File: config.mk
export PLATFORM = sky130hd
export DESIGN_NAME = muldiv_unit
export DESIGN_NICKNAME = d
export VERILOG_FILES = /design/src/rtl/muldiv_unit.sv
export SDC_FILE = /design/constraint.sdc
export NUM_CORES = 1
export LEC_CHECK = 0
export CELL_PAD_IN_SITES_DETAIL_PLACEMENT = 0
export CELL_PAD_IN_SITES_GLOBAL_PLACEMENT = 1
export CORE_UTILIZATION = 35
export CTS_CLUSTER_DIAMETER = 120
export DETAILED_ROUTE_END_ITERATION = 10
export PLACE_DENSITY = 0.82
export SLEW_MARGIN = 25
export SYNTH_ARGS = -nofsm -noshare
export SYNTH_HDL_FRONTEND = slang
export SYNTH_SLANG_ARGS = --single-unit
export TNS_END_PERCENT = 20
File: constraint.sdc
create_clock -name clk -period 6.07 [get_ports clk]
set_input_delay 0.607 -clock clk [delete_from_list [all_inputs] [get_ports clk]]
set_output_delay 0.607 -clock clk [all_outputs]
set_load 0.005 [all_outputs]
File: src/rtl/muldiv_unit.sv
// muldiv_unit: iterative RV32M multiply/divide functional unit with a private CDB lane.
// One radix-2 step per cycle: shift-add for multiply, restoring shift-subtract for divide.
// Optional feature macro: PROCYON_MULDIV_EARLY_OUT_EN (trivial ops skip the iterations).

package procyon_pkg;
  typedef logic [6:0]  procyon_opcode_t;
  typedef logic [31:0] procyon_addr_t;
  typedef logic [31:0] procyon_data_t;
  typedef logic [5:0]  procyon_tag_t;
endpackage

module muldiv_unit
  import procyon_pkg::*;
#(
  parameter int DATA_WIDTH = 32
) (
  input  logic                  clk,
  input  logic                  n_rst,
  input  logic                  i_flush,
  input  logic                  i_fu_valid,
  input  procyon_opcode_t       i_fu_opcode,
  input  procyon_addr_t         i_fu_iaddr,
  input  procyon_data_t         i_fu_insn,
  input  logic [DATA_WIDTH-1:0] i_fu_src_a,
  input  logic [DATA_WIDTH-1:0] i_fu_src_b,
  input  procyon_tag_t          i_fu_tag,
  output logic                  o_fu_stall,
  output logic                  o_cdb_en,
  output logic                  o_cdb_redirect,
  output logic [DATA_WIDTH-1:0] o_cdb_data,
  output procyon_addr_t         o_cdb_addr,
  output procyon_tag_t          o_cdb_tag
);

  localparam int DW    = DATA_WIDTH;
  localparam int CNT_W = $clog2(DW + 1);
  localparam logic [CNT_W-1:0] LAST_ITER = CNT_W'(DW - 1);

  typedef enum logic [1:0] {IDLE, BUSY, DONE} state_t;

  state_t          state_q, state_d;
  logic [CNT_W-1:0] cnt_q, cnt_d;
  logic [2*DW-1:0] acc_q, acc_d;        // {hi, lo}: product, or {remainder, quotient}
  logic [DW-1:0]   divisor_q, divisor_d; // multiplicand or divisor magnitude
  logic [2:0]      funct3_q, funct3_d;
  logic            neg_q, neg_d;         // negate the selected result at the end
  procyon_tag_t    tag_q, tag_d;
  procyon_addr_t   addr_q, addr_d;

  // Opcode is redundant with funct3 for this unit; only insn[14:12] matters.
  logic unused_inputs;
  assign unused_inputs = ^{i_fu_opcode, i_fu_insn[31:15], i_fu_insn[11:0]};

  // Issue-side decode: operand signedness, magnitudes and final sign
  logic [2:0]    funct3;
  logic          a_signed, b_signed, sign_a, sign_b, b_zero, accept, neg_in;
  logic [DW-1:0] mag_a, mag_b;

  assign funct3   = i_fu_insn[14:12];
  assign a_signed = (funct3 == 3'b001) || (funct3 == 3'b010) ||
                    (funct3 == 3'b100) || (funct3 == 3'b110);
  assign b_signed = (funct3 == 3'b001) || (funct3 == 3'b100) || (funct3 == 3'b110);
  assign sign_a   = a_signed & i_fu_src_a[DW-1];
  assign sign_b   = b_signed & i_fu_src_b[DW-1];
  assign mag_a    = sign_a ? -i_fu_src_a : i_fu_src_a;
  assign mag_b    = sign_b ? -i_fu_src_b : i_fu_src_b;
  assign b_zero   = (i_fu_src_b == '0);
  assign accept   = i_fu_valid & (state_q == IDLE) & ~i_flush;
  // Divide-by-zero quotient must stay all-ones, so it is never negated.
  assign neg_in   = ~funct3[2] ? (sign_a ^ sign_b) :
                     funct3[1] ? sign_a : ((sign_a ^ sign_b) & ~b_zero);

`ifdef PROCYON_MULDIV_EARLY_OUT_EN
  // Trivial ops: load the final magnitudes directly and skip the iterations.
  logic            a_zero, ovf, early_out;
  logic [2*DW-1:0] early_acc;
  assign a_zero    = (i_fu_src_a == '0);
  assign ovf       = funct3[2] & ~funct3[0] &
                     (i_fu_src_a == {1'b1, {(DW-1){1'b0}}}) & (&i_fu_src_b);
  assign early_out = funct3[2] ? (b_zero | ovf) : (a_zero | b_zero);
  assign early_acc = ~funct3[2] ? '0 :
                      b_zero    ? {mag_a, {DW{1'b1}}} : {{DW{1'b0}}, mag_a};
`endif

  // One iteration of each algorithm from the current accumulator
  logic [DW:0]     mul_sum, div_trial;
  logic [2*DW-1:0] mul_next, div_next;
  assign mul_sum   = {1'b0, acc_q[2*DW-1:DW]} + (acc_q[0] ? {1'b0, divisor_q} : '0);
  assign mul_next  = {mul_sum, acc_q[DW-1:1]};
  assign div_trial = acc_q[2*DW-1:DW-1] - {1'b0, divisor_q};
  assign div_next  = div_trial[DW] ? {acc_q[2*DW-2:0], 1'b0}
                                   : {div_trial[DW-1:0], acc_q[DW-2:0], 1'b1};

  // Next-state and datapath update; flush always wins and returns to IDLE
  always_comb begin
    state_d   = state_q;
    cnt_d     = cnt_q;
    acc_d     = acc_q;
    divisor_d = divisor_q;
    funct3_d  = funct3_q;
    neg_d     = neg_q;
    tag_d     = tag_q;
    addr_d    = addr_q;
    case (state_q)
      IDLE: begin
        if (accept) begin
          state_d   = BUSY;
          cnt_d     = '0;
          acc_d     = {{DW{1'b0}}, mag_a};
          divisor_d = mag_b;
          funct3_d  = funct3;
          neg_d     = neg_in;
          tag_d     = i_fu_tag;
          addr_d    = i_fu_iaddr;
`ifdef PROCYON_MULDIV_EARLY_OUT_EN
          if (early_out) begin
            state_d = DONE;
            acc_d   = early_acc;
          end
`endif
        end
      end
      BUSY: begin
        acc_d = funct3_q[2] ? div_next : mul_next;
        cnt_d = cnt_q + 1'b1;
        if (cnt_q == LAST_ITER) state_d = DONE;
      end
      DONE:    state_d = IDLE;
      default: state_d = IDLE;
    endcase
    if (i_flush) state_d = IDLE;
  end

  // Control state register with synchronous reset
  always_ff @(posedge clk) begin
    if (n_rst) begin
      state_q <= IDLE;
      cnt_q   <= '0;
    end else begin
      state_q <= state_d;
      cnt_q   <= cnt_d;
    end
  end

  // Datapath registers carry no reset; they are only consumed in DONE
  always_ff @(posedge clk) begin
    acc_q     <= acc_d;
    divisor_q <= divisor_d;
    funct3_q  <= funct3_d;
    neg_q     <= neg_d;
    tag_q     <= tag_d;
    addr_q    <= addr_d;
  end

  // Result selection and sign correction from registered state only
  logic [2*DW-1:0] mul_full;
  logic [DW-1:0]   mul_res, div_sel, div_res;
  assign mul_full = neg_q ? -acc_q : acc_q;
  assign mul_res  = (funct3_q == 3'b000) ? mul_full[DW-1:0] : mul_full[2*DW-1:DW];
  assign div_sel  = funct3_q[1] ? acc_q[2*DW-1:DW] : acc_q[DW-1:0];
  assign div_res  = neg_q ? -div_sel : div_sel;

  assign o_fu_stall     = (state_q != IDLE);
  assign o_cdb_en       = (state_q == DONE) & ~i_flush & ~n_rst;
  assign o_cdb_redirect = 1'b0;
  assign o_cdb_data     = funct3_q[2] ? div_res : mul_res;
  assign o_cdb_tag      = tag_q;
  assign o_cdb_addr     = addr_q;

endmodule
# Yosys cells after proc, flatten, opt, wreduce, memory -nomap -nowiden
# Index checks and enable logic that the tools add are counted.
dict set report classes {
  n_addsub 7
  eq_ne 9
  n_mux 19
  bitwise_logic 11
  reduce_logical 14
}
# cell n
set ops {}
lappend ops {{64-bit 2-to-1 mux} 4}
lappend ops {{32-bit 2-to-1 mux} 7}
lappend ops {{64-bit one-hot mux with 2 select lines} 1}
lappend ops {{32-bit negator} 3}
lappend ops {{64-bit negator} 1}
lappend ops {{32-bit by 32-bit adder with 33-bit output} 1}
lappend ops {{33-bit by 32-bit subtractor with 33-bit output} 1}
lappend ops {{32-bit zero test} 1}
lappend ops {{6-bit one-hot mux with 2 select lines} 1}
lappend ops {{1-bit AND} 7}
lappend ops {{6-bit by 1-bit adder with 6-bit output, second input constant} 1}
lappend ops {{3-bit equality test, second input constant} 2}
lappend ops {{6-bit by 5-bit equality test with 1-bit output, second input constant} 1}
lappend ops {{6-bit 2-to-1 mux} 1}
lappend ops {{2-bit AND reduction} 3}
lappend ops {{1-bit logical OR} 5}
lappend ops {{2-bit 2-to-1 mux} 2}
lappend ops {{2-bit != test, second input constant} 2}
lappend ops {{2-bit one-hot mux with 2 select lines} 1}
lappend ops {{2-bit nonzero test} 2}
lappend ops {{3-bit by 1-bit equality test with 1-bit output, second input constant} 1}
lappend ops {{3-bit by 2-bit equality test with 1-bit output, second input constant} 1}
lappend ops {{3-bit zero test} 1}
lappend ops {{1-bit inverter} 3}
lappend ops {{6 further kinds} 7}
dict set report totals {
  ff_bits 146
  inputBits 145
  output_inout_bits 73
  word_cells 68
}

# Depth between registers and ports, before layout
dict set report depth {
  ltp_word 9
  mapped_depth 18
  ltp_nobuf 12
}

# Worst setup path before layout
# Ideal clock, no wire load.
dict set report synth_timing {
  path_type {reg-to-output}
  from {register funct3_q[1]}
  to {output port o_cdb_data[28]}
  arrival_ps 4416
  required_time_ps 5463
  setup_slack_ps 1047
  path_stages_with_launch 19
  path_buffers 7
  path_cell_list {edfxtp_1 -> clkbuf_1 -> buf_2 -> buf_2 -> buf_1 -> buf_1 -> buf_2 -> buf_1 -> nor2_1 -> a21oi_1 -> ha_1 -> o21ai_0 -> or3_1 -> nand2b_1 -> or3_1 -> o31ai_1 -> xnor2_1 -> a22o_1 -> a21oi_1}
}
dict set report synth_between {
  elab_chain_len 4
  elab_cells_between_ends 6
  cone_classes {1 x add/sub; 4 x mux; 1 x reduce/logical}
}
# item line_no
set synth_lines {}
lappend synth_lines {{from (decl)} 45} ;# logic [2:0] funct3_q, funct3_d;
lappend synth_lines {{from (signal assigned)} 149} ;# funct3_q <= funct3_d;
lappend synth_lines {{32-bit 2-to-1 mux} 160} ;# assign div_sel = funct3_q[1] ? acc_q[2*DW-1:DW] : acc_q[DW-1:0];
lappend synth_lines {{32-bit negator} 161} ;# assign div_res = neg_q ? -div_sel : div_sel;
lappend synth_lines {{32-bit 2-to-1 mux} 161}
lappend synth_lines {{32-bit 2-to-1 mux *} 166} ;# assign o_cdb_data = funct3_q[2] ? div_res : mul_res;
lappend synth_lines {{to (decl)} 30} ;# output logic [DATA_WIDTH-1:0] o_cdb_data,
# Every way passes the cells marked *; elsewhere a longest branch is shown, timed or not.

# Worst setup path in the final report
dict set report layout_timing {
  from {register funct3_q[1]}
  to {output port o_cdb_data[29]}
}
# Same word-level chain as after synthesis.

==> results.md <==
* DP HPWL at 32.0 mm
* Synthesis-stage register bit count at 146
* Peak VDD IR at 196 uV
* Initial core utilization at 0.359
* Final Cycle Share at 0.874
* Die X at 202 um
* DP Area at 16200 um2
* Port Buffers at 180
* Avg WL per Cell at 18.3 um
* GRT busiest layer: met2
* Hold Vio Cnt, Final at 0
* Post-layout min period at 5.30 ns
* Drt first pass iters at 8
* GRT met2 Usage at 0.348
* Worst Setup SP: funct3_q[1]
* Top FF cell, synth: edfxtp_1
* Vias in the first global route at 12.8k
* Number of flops mapped to enable cells by yosys at 138
* Worst-path clk slew at 0.06 ns
* Register area share after synthesis at 0.307
* Post-Syn Area at 14000 um2
* Max frequency at 189 MHz
* RSZ-0062 raised after global routing: no
* Worst R2R Setup Slack at 1.59 ns
* Site row count at 72
* Root Buffer: clkbuf_16
* Placer congestion estimate at 0.956
* CTS Sinks at 146
* Vias/cell at 5.67
* Number of top-level pins at 218
* H-tree depth at 4
* Final instance area at 16800 um2
* Worst r2r src: acc_q[31]
* Setup crit end kind: primary output
* Final net count at 2021
* Outcome: completed
* Worst Max-Slew Pin Slew at 0.946 ns
* Placed Cells at 2304
* Req. time, crit path at 5.46 ns
* Hold Crit Class: flop to flop
* Power Dens Cells at 209 nW/um2
* Met1 Track Usage GR at 0.270
* Distinct cells, synth at 69
* Final Max Slew Viols at 0
* Final Power at 0.00350 W
* Routed wire length at 42.6 mm
* Die area at 40900 um2
* DRT iter0 DRCs at 1101
* FF-to-FF path depth at 13
* Antenna violations before repair at 0
* Chip height at 202 um
* Non-Filler Instances at 2335
* Final core occ at 0.429
* Number of max-cap violations at 0
* Top cells by area, synth: edfxtp_1, xnor2_1, ha_1
* Max clock buf depth at 2
* Post-synthesis instance total at 1694
* CP endpoint: o_cdb_data[29]
* Crit Path Category: flop to primary output
* Crit-path max FO at 22
* Worst-Skew Late Latency at 0.45 ns
* Max-slew headroom at 0.370
* Largest area contributor in the netlist: edfxtp_1
* GRT Resource Usage Total at 0.209
* Core area at 39100 um2
* Area share of the largest cell type after synthesis at 0.296
* Congestion Overflow GR at 0
* First-pass GRT wire length at 68.2 mm
* FFs w/ async S/R, synth at 0
* DRC viols at 0
* Syn nets at 1910
* Avg Cell Area, Syn at 8.27 um2
* Final ANT Viol Nets at 0
* Post-CTS Setup Inserts at 0
* CTS Hold Bufs at 0
* Post-cts sizing count at 0
* Ant diodes at 0
* Clock buffer count from CTS at 17
* Final setup viols at 0
* WP data arrival at 4.70 ns
* Reg2reg end: acc_q[60]
* Leak at 6.37 nW
* Fin Clk Skew at 0.0102 ns
* Met3 Track Usage GR at 0.0390
* Total negative slack at 0 ns
* Layout area overhead at 19.6%
* Startpoint Class: flop
* Layout cells sized above 1 at 0.0424
* Ys Warns at 0
* Largest net degree at the start of global routing at 98
* CTS tree: done
* Vias after detailed routing at 13.2k
-- kinds of logic after synthesis --
group / Yosys count / synth area share
adder cells (fa/ha/maj): 71 / 0.0644
AND/OR/NAND/NOR: 535 / 0.184
buffers and inverters: 166 / 0.0461
multiplexers: 67 / 0.0483
other: 1 / 0.000268
flip-flops: 146 / 0.307
XOR/XNOR: 199 / 0.124
AO/OA/AOI/OAI: 509 / 0.225
-- Yosys cell counts (16+ instances only) --
library cell  count
nor2_1          167
a21oi_1         165
edfxtp_1        138
nand2_1         133
o21ai_0         125
xnor2_1         116
clkbuf_1         84
xor2_1           83
ha_1             69
inv_1            62
mux2i_1          62
nor3_1           53
o31ai_1          44
a21o_1           28
a211oi_1         27
nand3_1          23
or3_1            23
nor2b_1          20
a31oi_1          18
o21a_1           16
-- report_power, final --
group,internal (W),switching (W)
combinational,0.000514,0.000624
sequential,0.00119,0.000102
clock,0.000637,0.000436
-- metal layers --
layer	share of wire	vias to the layer above	wire (um)
met2	0.47	391	20100
met4	0.028	0	1170
met3	0.056	56	2390
li1	-	6428	-
met5	0	-	0
met1	0.44	6369	19000
-- registers in the layout, indices dropped and copies added, names as in the netlist --
register and count:
divisor_q 32, state_q 2, o_cdb_addr 32, o_cdb_tag 6, acc_q 64, neg_q 1
funct3_q 3, cnt_q 6
-- cell usage in the layout, fill, tap and decap left out, types with 11 or more instances in the layout --
master | synthesis | routed
clkdlybuf4s50_1 | 0 | 180
nor2_1 | 167 | 167
a21oi_1 | 165 | 165
edfxtp_1 | 138 | 138
nand2_1 | 133 | 133
o21ai_0 | 125 | 125
xnor2_1 | 116 | 115
xor2_1 | 83 | 83
ha_1 | 69 | 69
mux2i_1 | 62 | 62
inv_1 | 62 | 60
nor3_1 | 53 | 52
o31ai_1 | 44 | 44
a21o_1 | 28 | 28
a211oi_1 | 27 | 27
nand3_1 | 23 | 23
or3_1 | 23 | 23
nor2b_1 | 20 | 19
a31oi_1 | 18 | 18
clkbuf_16 | 0 | 17
o21a_1 | 16 | 16
nor4_1 | 15 | 15
and3_1 | 15 | 15
buf_4 | 1 | 15
or4_1 | 14 | 14
nand4_1 | 14 | 14
nand2b_1 | 15 | 14
o22ai_1 | 12 | 12
or2_2 | 11 | 11
o21bai_1 | 11 | 11
-- cell type report --
class	count	area [um2]
Clock buffer	19	433
Clock inverter	12	141
Fill cell	3967	22300
Inverter	63	238
Multi-Input combinational cell	1382	9090
Sequential cell	146	4300
Tap cell	518	648
Timing Repair Buffer	195	1910
-- metrics by stage --
step	hold slack, ns	setup slack [ns]
finish	0.485	0.767
global route	0.534	0.521
CTS	0.486	0.836
detailed placement	0.472	1.35
global placement	0.461	1.36
floorplan	0.452	1.05
-- worst max-delay path, cell delays in order (launching register included) --
cell and delay (ns):
edfxtp_1 0.88, buf_4 0.41, nor3b_1 0.31, o22ai_1 0.16, nor3b_1 0.50, nand4_1 0.28
or4_1 0.60, o21ai_0 0.23, xor2_1 0.16, nand2_1 0.06, o21ai_0 0.10, clkdlybuf4s50_1 0.54
-- how the worst min path moves through the flow --
stage | cells after the start | endpoint | from
final | 2 | cnt_q[5] | cnt_q[5]
after global routing | 2 | cnt_q[5] | cnt_q[5]
after CTS | 2 | cnt_q[5] | cnt_q[5]
after detailed placement | 2 | cnt_q[5] | cnt_q[5]
after global placement | 2 | cnt_q[5] | cnt_q[5]
after floorplan | 2 | cnt_q[5] | cnt_q[5]
Note: power is estimated with default switching activity, not from simulation.
